===== src/rtl/uart_loader_pkg.sv =====
// Shared types and defaults for the serial program loader.
package uart_loader_pkg;

   typedef enum logic [2:0] {
      StIdle,
      StAddr,
      StLen,
      StData,
      StWrite,
      StCsum
   } state_e;

   typedef enum logic [1:0] {
      ErrNone    = 2'b00,
      ErrCsum    = 2'b01,
      ErrTimeout = 2'b10
   } err_e;

   localparam logic [7:0] SyncByteDefault = 8'hA5;

   function automatic int unsigned timeout_cycles(input int unsigned freq_hz,
                                                  input int unsigned ms);
      return freq_hz / 1000 * ms;
   endfunction

endpackage


===== src/rtl/uart_loader_timeout.sv =====
// Inter-byte gap counter: expires after Cycles consecutive enabled, uncleared cycles.
module loader_timeout #(
   parameter int unsigned Cycles = 2_500_000
) (
   input  logic clk,
   input  logic rst,
   input  logic clear,
   input  logic enable,
   output logic expire
);

   localparam logic [31:0] Last = 32'(Cycles - 1);

   logic [31:0] cnt_q;

   assign expire = enable & ~clear & (cnt_q == Last);

   always_ff @(posedge clk or posedge rst) begin
      if (rst) begin
         cnt_q <= '0;
      end else if (clear || expire) begin
         cnt_q <= '0;
      end else if (enable) begin
         cnt_q <= cnt_q + 32'd1;
      end
   end

endmodule


===== src/rtl/uart_loader.sv =====
// Framed download parser: sync, LE address, LE length, payload, 8-bit sum; payload is
// written to memory as little-endian 32-bit words over a valid/ready bus.
module uart_loader
   import uart_loader_pkg::*;
#(
   parameter int unsigned FREQ_HZ    = 25_000_000,
   parameter int unsigned TIMEOUT_MS = 100,
   parameter logic [7:0]  SYNC_BYTE  = SyncByteDefault
) (
   input  logic        clk,
   input  logic        rst,
   input  logic        rx_rdy,
   input  logic [7:0]  rx_data,
   output logic        rx_done,
   output logic        mem_valid,
   input  logic        mem_ready,
   output logic [31:0] mem_addr,
   output logic [31:0] mem_wdata,
   output logic [3:0]  mem_wstrb,
   output logic        busy,
   output logic        done,
   output logic        error,
   output logic [1:0]  err_code
);

   localparam int unsigned TimeoutCycles = timeout_cycles(FREQ_HZ, TIMEOUT_MS);

   state_e      state_q;
   err_e        err_q;
   logic [31:0] addr_q;
   logic [31:0] count_q;
   logic [7:0]  sum_q;
   logic [1:0]  idx_q;
   logic [1:0]  lane_q;
   logic [31:0] wdata_q;
   logic [3:0]  wstrb_q;
   logic        valid_q;
   logic        done_q;
   logic        error_q;

   logic        accept;
   logic        counting;
   logic        expire;
   logic [7:0]  sum_next;
   logic [31:0] len_next;

   assign counting = state_q inside {StAddr, StLen, StData, StCsum};
   // No pop while a word is pending: the upstream FIFO absorbs the backpressure.
   assign accept   = rx_rdy & ~rst & (state_q != StWrite);
   assign sum_next = sum_q + rx_data;
   assign len_next = {rx_data, count_q[31:8]};

   loader_timeout #(
      .Cycles (TimeoutCycles)
   ) u_timeout (
      .clk    (clk),
      .rst    (rst),
      .clear  (accept | ~counting),
      .enable (counting),
      .expire (expire)
   );

   assign rx_done   = accept;
   assign mem_valid = valid_q;
   assign mem_addr  = {addr_q[31:2], 2'b00};
   assign mem_wdata = wdata_q;
   assign mem_wstrb = wstrb_q;
   assign busy      = (state_q != StIdle);
   assign done      = done_q;
   assign error     = error_q;
   assign err_code  = err_q;

   always_ff @(posedge clk or posedge rst) begin
      if (rst) begin
         state_q <= StIdle;
         err_q   <= ErrNone;
         addr_q  <= '0;
         count_q <= '0;
         sum_q   <= '0;
         idx_q   <= '0;
         lane_q  <= '0;
         wdata_q <= '0;
         wstrb_q <= '0;
         valid_q <= 1'b0;
         done_q  <= 1'b0;
         error_q <= 1'b0;
      end else begin
         done_q  <= 1'b0;
         error_q <= 1'b0;
         if (expire) begin
            // Partially assembled word is discarded.
            state_q <= StIdle;
            error_q <= 1'b1;
            err_q   <= ErrTimeout;
            wstrb_q <= '0;
            lane_q  <= '0;
            idx_q   <= '0;
         end else begin
            unique case (state_q)
               StIdle: begin
                  if (accept && rx_data == SYNC_BYTE) begin
                     state_q <= StAddr;
                     sum_q   <= '0;
                     idx_q   <= '0;
                     err_q   <= ErrNone;
                  end
               end
               StAddr: begin
                  if (accept) begin
                     addr_q <= {rx_data, addr_q[31:8]};
                     sum_q  <= sum_next;
                     idx_q  <= idx_q + 2'd1;
                     if (idx_q == 2'd3) state_q <= StLen;
                  end
               end
               StLen: begin
                  if (accept) begin
                     count_q <= len_next;
                     sum_q   <= sum_next;
                     idx_q   <= idx_q + 2'd1;
                     if (idx_q == 2'd3) begin
                        lane_q  <= '0;
                        wstrb_q <= '0;
                        state_q <= (len_next == 32'd0) ? StCsum : StData;
                     end
                  end
               end
               StData: begin
                  if (accept) begin
                     wdata_q[{lane_q, 3'b000} +: 8] <= rx_data;
                     wstrb_q[lane_q] <= 1'b1;
                     count_q <= count_q - 32'd1;
                     sum_q   <= sum_next;
                     lane_q  <= lane_q + 2'd1;
                     if (lane_q == 2'd3 || count_q == 32'd1) begin
                        state_q <= StWrite;
                        valid_q <= 1'b1;
                     end
                  end
               end
               StWrite: begin
                  if (mem_ready) begin
                     valid_q <= 1'b0;
                     addr_q  <= addr_q + 32'd4;
                     wstrb_q <= '0;
                     lane_q  <= '0;
                     state_q <= (count_q != 32'd0) ? StData : StCsum;
                  end
               end
               StCsum: begin
                  if (accept) begin
                     state_q <= StIdle;
                     if (rx_data == sum_q) begin
                        done_q <= 1'b1;
                     end else begin
                        error_q <= 1'b1;
                        err_q   <= ErrCsum;
                     end
                  end
               end
               default: state_q <= StIdle;
            endcase
         end
      end
   end

endmodule


===== config.mk =====
export PLATFORM = sky130hd
export DESIGN_NAME = uart_loader
export DESIGN_NICKNAME = d
export VERILOG_FILES = /design/src/rtl/uart_loader_pkg.sv /design/src/rtl/uart_loader_timeout.sv /design/src/rtl/uart_loader.sv
export SDC_FILE = /design/constraint.sdc
export NUM_CORES = 1
export LEC_CHECK = 0
export ABC_CLOCK_PERIOD_IN_PS = 11900
export CAP_MARGIN = 20
export CELL_PAD_IN_SITES_DETAIL_PLACEMENT = 1
export CELL_PAD_IN_SITES_GLOBAL_PLACEMENT = 1
export CORE_AREA = 3 3 151 153
export DETAILED_ROUTE_END_ITERATION = 8
export DIE_AREA = 0 0 154 156
export GPL_ROUTABILITY_DRIVEN = 0
export PLACE_DENSITY = 0.74
export SYNTH_ARGS = -nofsm -noshare
export SYNTH_HDL_FRONTEND = slang
export SYNTH_SLANG_ARGS = --single-unit
export TNS_END_PERCENT = 30

===== constraint.sdc =====
create_clock -name clk -period 11.9 [get_ports clk]
set_input_delay 2.38 -clock clk [delete_from_list [all_inputs] [get_ports clk]]
set_output_delay 2.38 -clock clk [all_outputs]
set_load 0.1 [all_outputs]

# ---- Yosys cells after proc, flatten, opt, wreduce, memory -nomap -nowiden
# Index checks and enable logic that the tools add are counted.
dict set report classes {
  order_cmp 2
  reduce_logical 28
  n_eq_ne 30
  n_shift 2
  n_bitwise 10
  n_mul 0
  n_mux 59
  add_sub_neg 7
  div 0
}
# operator count
set ops {}
lappend ops {{32-bit 2-to-1 mux} 6}
lappend ops {{32-bit case mux with 2 select lines} 2}
lappend ops {{3-bit 2-to-1 mux} 12}
lappend ops {{32-bit by 1-bit adder with 32-bit output, second input constant} 1}
lappend ops {{32-bit by 3-bit adder with 32-bit output, second input constant} 1}
lappend ops {{32-bit bitwise mux} 1}
lappend ops {{32-bit by 1-bit equality test with 1-bit output, second input constant} 1}
lappend ops {{32-bit by 22-bit equality test with 1-bit output, second input constant} 1}
lappend ops {{32-bit zero test} 1}
lappend ops {{32-bit nonzero test} 1}
lappend ops {{8-bit by 7-bit variable shift with 32-bit output, first input constant} 1}
lappend ops {{8-bit by 7-bit indexed part select with 32-bit output} 1}
lappend ops {{32-bit by 1-bit subtractor with 32-bit output, second input constant} 1}
lappend ops {{2-bit 2-to-1 mux} 11}
lappend ops {{3-bit by 2-bit inequality test with 1-bit output, second input constant} 7}
lappend ops {{4-bit 2-to-1 mux} 5}
lappend ops {{3-bit case mux with 6 select lines} 1}
lappend ops {{8-bit 2-to-1 mux} 2}
lappend ops {{8-bit case mux with 2 select lines} 1}
lappend ops {{4-bit AND reduction} 4}
lappend ops {{1-bit 2-to-1 mux} 12}
lappend ops {{3-bit by 1-bit inequality test with 1-bit output, second input constant} 4}
lappend ops {{4-bit case mux with 3 select lines} 1}
lappend ops {{2-bit inequality test, second input constant} 5}
lappend ops {{32 further kinds} 55}
dict set report word_totals {
  romBits 0
  latchBits 0
  wordCells 151
  memories 0
  register_bits 152
  ram_bits 0
}

# ---- Depth between registers and ports, before layout
dict set report depth {
  word_depth 9
  mapped_depth 9
  ltp_nobuf 9
}

# ---- Modules after synthesis
# A second synthesis with hierarchy kept.
dict set report hier_totals {
  cells_unflattened 1010
  area_unflattened_um2 8597.0
}
# module seq_area_each_um2 cells_per_inst area_per_inst_um2 instances
set modules_own_cells {}
lappend modules_own_cells {uart_loader 2952.8 822 6841.6 1}
lappend modules_own_cells {loader_timeout 800.8 188 1755.4 1}

# ---- Least setup slack after synthesis
# OpenSTA, ideal clock, no wires.
dict set report synth_path {
  path_type {input port to output port}
  start {in rst}
  end {out rx_done}
  required_ps 9520
  slack_ps 5546
  cell_stages 3
  t_arrival_ps 3974
  cell_sequence {nand2b_1 clkbuf_1 nor2_1}
}
dict set report synth_via {
  elab_chain_len 3
}
# element line_no
set synth_rtl {}
lappend synth_rtl {{from (decl)} uart_loader.sv:11} ;# input logic rst,
lappend synth_rtl {{1-bit inverter} uart_loader.sv:49} ;# assign accept = rx_rdy & ~rst & (state_q != StWrite);
lappend synth_rtl {{1-bit AND (2 in a row)} uart_loader.sv:49}
lappend synth_rtl {{to (decl)} uart_loader.sv:14} ;# output logic rx_done,
# No other way between the ends.

# ---- Worst setup path in the final report
# Same ends and word-level chain as after synthesis.

==> impl_metrics.json <==
{
  "status": "finished clean",
  "grtUsageTotal": 0.220,
  "diodes": 0,
  "drt_wl_total_um": 26100,
  "fin_area_mm2": 0.0102,
  "path_buf_inv": 2,
  "ys_ff_latch": 150,
  "dieArea_mm2": 0.0240,
  "synth_edf_count": 0,
  "synth_area_leader_cell": "dfrtp_1",
  "worstHoldStart": "mem_valid",
  "startpoint_type": "primary input",
  "reg2reg_depth": 7,
  "ios": 87,
  "period_minus_slack_ps": 7010,
  "nNetsFinal": 1100,
  "dpl.hpwl_um": 17700,
  "grt_pass1_vias": 7977,
  "clock_skew_ps": 11.6,
  "hp-class": "flip-flop to flip-flop",
  "tns_ps": 0,
  "ctsHoldBuffers": 0,
  "post-place-ws_ps": 4900,
  "p_per_area_mw_per_mm2": 295,
  "first_iter_violations": 506,
  "wl_per_cell_um": 19.2,
  "max_stage_delay_ps": 1140,
  "whs_path_depth": 2,
  "clk_latency_ps": 420,
  "cts_sinks": 150,
  "placed_cells": 1326,
  "htree_levels": 4,
  "required_ps": 9520,
  "vias_per_cell": 5.74,
  "overflow": 0,
  "dpl-instance-area_mm2": 0.00963,
  "worst_slew_pin_slew_ps": 1050,
  "root_buffer": "clkbuf_16",
  "synth.distinct_cells": 71,
  "die_h_um": 156,
  "drc": 0,
  "rsz0062_at_grt": "no",
  "yosys-top-cells-area": "dfrtp_1 44%, nand2_1 6.7%, a21oi_1 5.0%, nor2_1 4.9%, o21ai_0 4.6%",
  "path_cells": "clkdlybuf4s50_1, nand2b_1, nor2_1, clkdlybuf4s50_1",
  "num_rows": 54,
  "reg2reg_from": "state_q[2]",
  "port_buffers": 84,
  "synth-async-reset-ratio": 1.00,
  "synth_flop_cell": "dfrtp_1",
  "power_w": 0.00302,
  "final_cells": 1359,
  "finalSetupViolCount": 0,
  "crit_path_end_kind": "output pin",
  "yosysTopAreaCellShare": 0.438,
  "arrival_ps": 4630,
  "irDropWorstVdd_v": 0.000148,
  "antenna_found_initial": 0,
  "postRouteAntennaNets": 0,
  "crit_top_cell": "clkdlybuf4s50_1",
  "synthCells": 1004,
  "path_clk_slew_ps": 60,
  "grt_max_degree": 105,
  "fmax_ghz": 0.143,
  "postCtsSetupRepairBufs": 0,
  "hold_viol": 0,
  "cts_buffers": 17,
  "slowest_stage": "clkdlybuf4s50_1",
  "slew_violations": 0,
  "grt_pass1_wl_um": 43300,
  "synth_seq_area_share": 0.438,
  "synthTopCellsByCount": "152 x nand2_1, 150 x dfrtp_1, 112 x nor2_1",
  "yosysWarnings": 0,
  "max_slew_margin": 0.297,
  "synth_area_per_cell_um2": 8.53,
  "drv_cap": 0,
  "finalWorstSetupSlack_ps": 4890,
  "p_leak_nw": 4.07,
  "clockBufferDepth": 2,
  "criticalPathCategory": "primary input to output pin",
  "critPathTopFamily": "buffers and inverters",
  "ff2ff_setup_slack_ps": 8580,
  "die_w_um": 154,
  "num_vias": 7795,
  "drtPass1Iterations": 4,
  "synth_most_common_cell": "nand2_1",
  "start_util": 0.395,
  "cts_tree": "yes",
  "area_delta_synth_final_pct": 19.6,
  "design.core.area_mm2": 0.0217,
  "fin_crit_sh": 0.589,
  "hold_path_end": "mem_valid",
  "post_cts_resized": 0,
  "r2r-end": "addr_q[19]",
  "syn_area_mm2": 0.00856,
  "drive_gt1_frac": 0.0649,
  "cp_max_fo": 10
}
power by group:
part	total, W	internal [W]	leakage, nW	switching [W]
Combinational	0.00156	0.000435	1.87	0.00113
Sequential	0.000911	0.000673	1.91	0.000239
Clock	0.000550	0.000325	0.285	0.000224
final cells by class:
class / instances / area [um^2]
fill: 2541 / 11400
clock buffer: 20 / 467
tap: 280 / 350
inverter: 20 / 80.1
clock inverter: 11 / 124
multi-input combinational: 784 / 4540
timing repair buffer: 94 / 923
sequential: 150 / 3750
worst max path at each step:
stage / start / to / cells past startpoint
3_5_place_dp: rst / rx_done / 4
4_1_cts: rst / rx_done / 4
6_report: rst / rx_done / 4
2_1_floorplan: rst / addr_q[10] / 1
5_1_grt: rst / rx_done / 4
3_3_place_gp: rst / rx_done / 4
through the flow:
stage	util	hold WS (ps)
final	0.472	474
after global routing	0.472	498
after CTS	0.471	478
after detailed placement	0.444	464
after global placement	0.444	454
after floorplan	-	447
cell usage in the layout, fill, tap and decap left out, drive strengths merged, types with 19 or more instances in the layout:
cell type / instances
nor3: 33
inv: 22
nor4: 19
clkbuf: 21
ha: 20
a21oi: 86
nand2: 152
o21ai: 84
nand3: 44
dfrtp: 150
clkdlybuf4s50: 84
nor2: 112
flip-flops by register name, indices dropped and copies added (netlist names):
name / count
err_code: 2
mem_wdata: 32
state_q: 3
sum_q: 8
count_q: 32
lane_q: 2
addr_q: 30
u_timeout.cnt_q: 32
mem_valid: 1
error: 1
mem_wstrb: 4
idx_q: 2
done: 1
metal layers:
| metal | GRT usage | share of wire | vias up |
|---|---|---|---|
| met1 | 0.309 | 0.48 | 3883 |
| met3 | 0.0336 | 0.032 | 27 |
| li1 | - | - | 3740 |
| met4 | 0.0505 | 0.014 | 0 |
| met5 | 0 | 0 | - |
| met2 | 0.361 | 0.47 | 145 |
kinds of logic (layout without fill, tap and decap cells):
kind of cell    Yosys count  count (layout)  share of synthesized area
compound gates          267             267                      0.192
xor+xnor                 32              32                     0.0327
fa+ha+maj                21              21                     0.0316
buf+inv                  71             145                     0.0333
flops                   150             150                      0.438
mux                       6               6                    0.00701
other cells               1               2                   0.000438
simple gates            456             456                      0.264
worst reg2reg max path: stages (launching register included):
cell     delay, ps
dfrtp_1        730
nor3b_2        420
buf_4          530
nand2_1        350
nand2_1        710
nand3_1        170
o22a_1         190
o21a_1         100
Note: power is estimated with default switching activity, not from simulation.
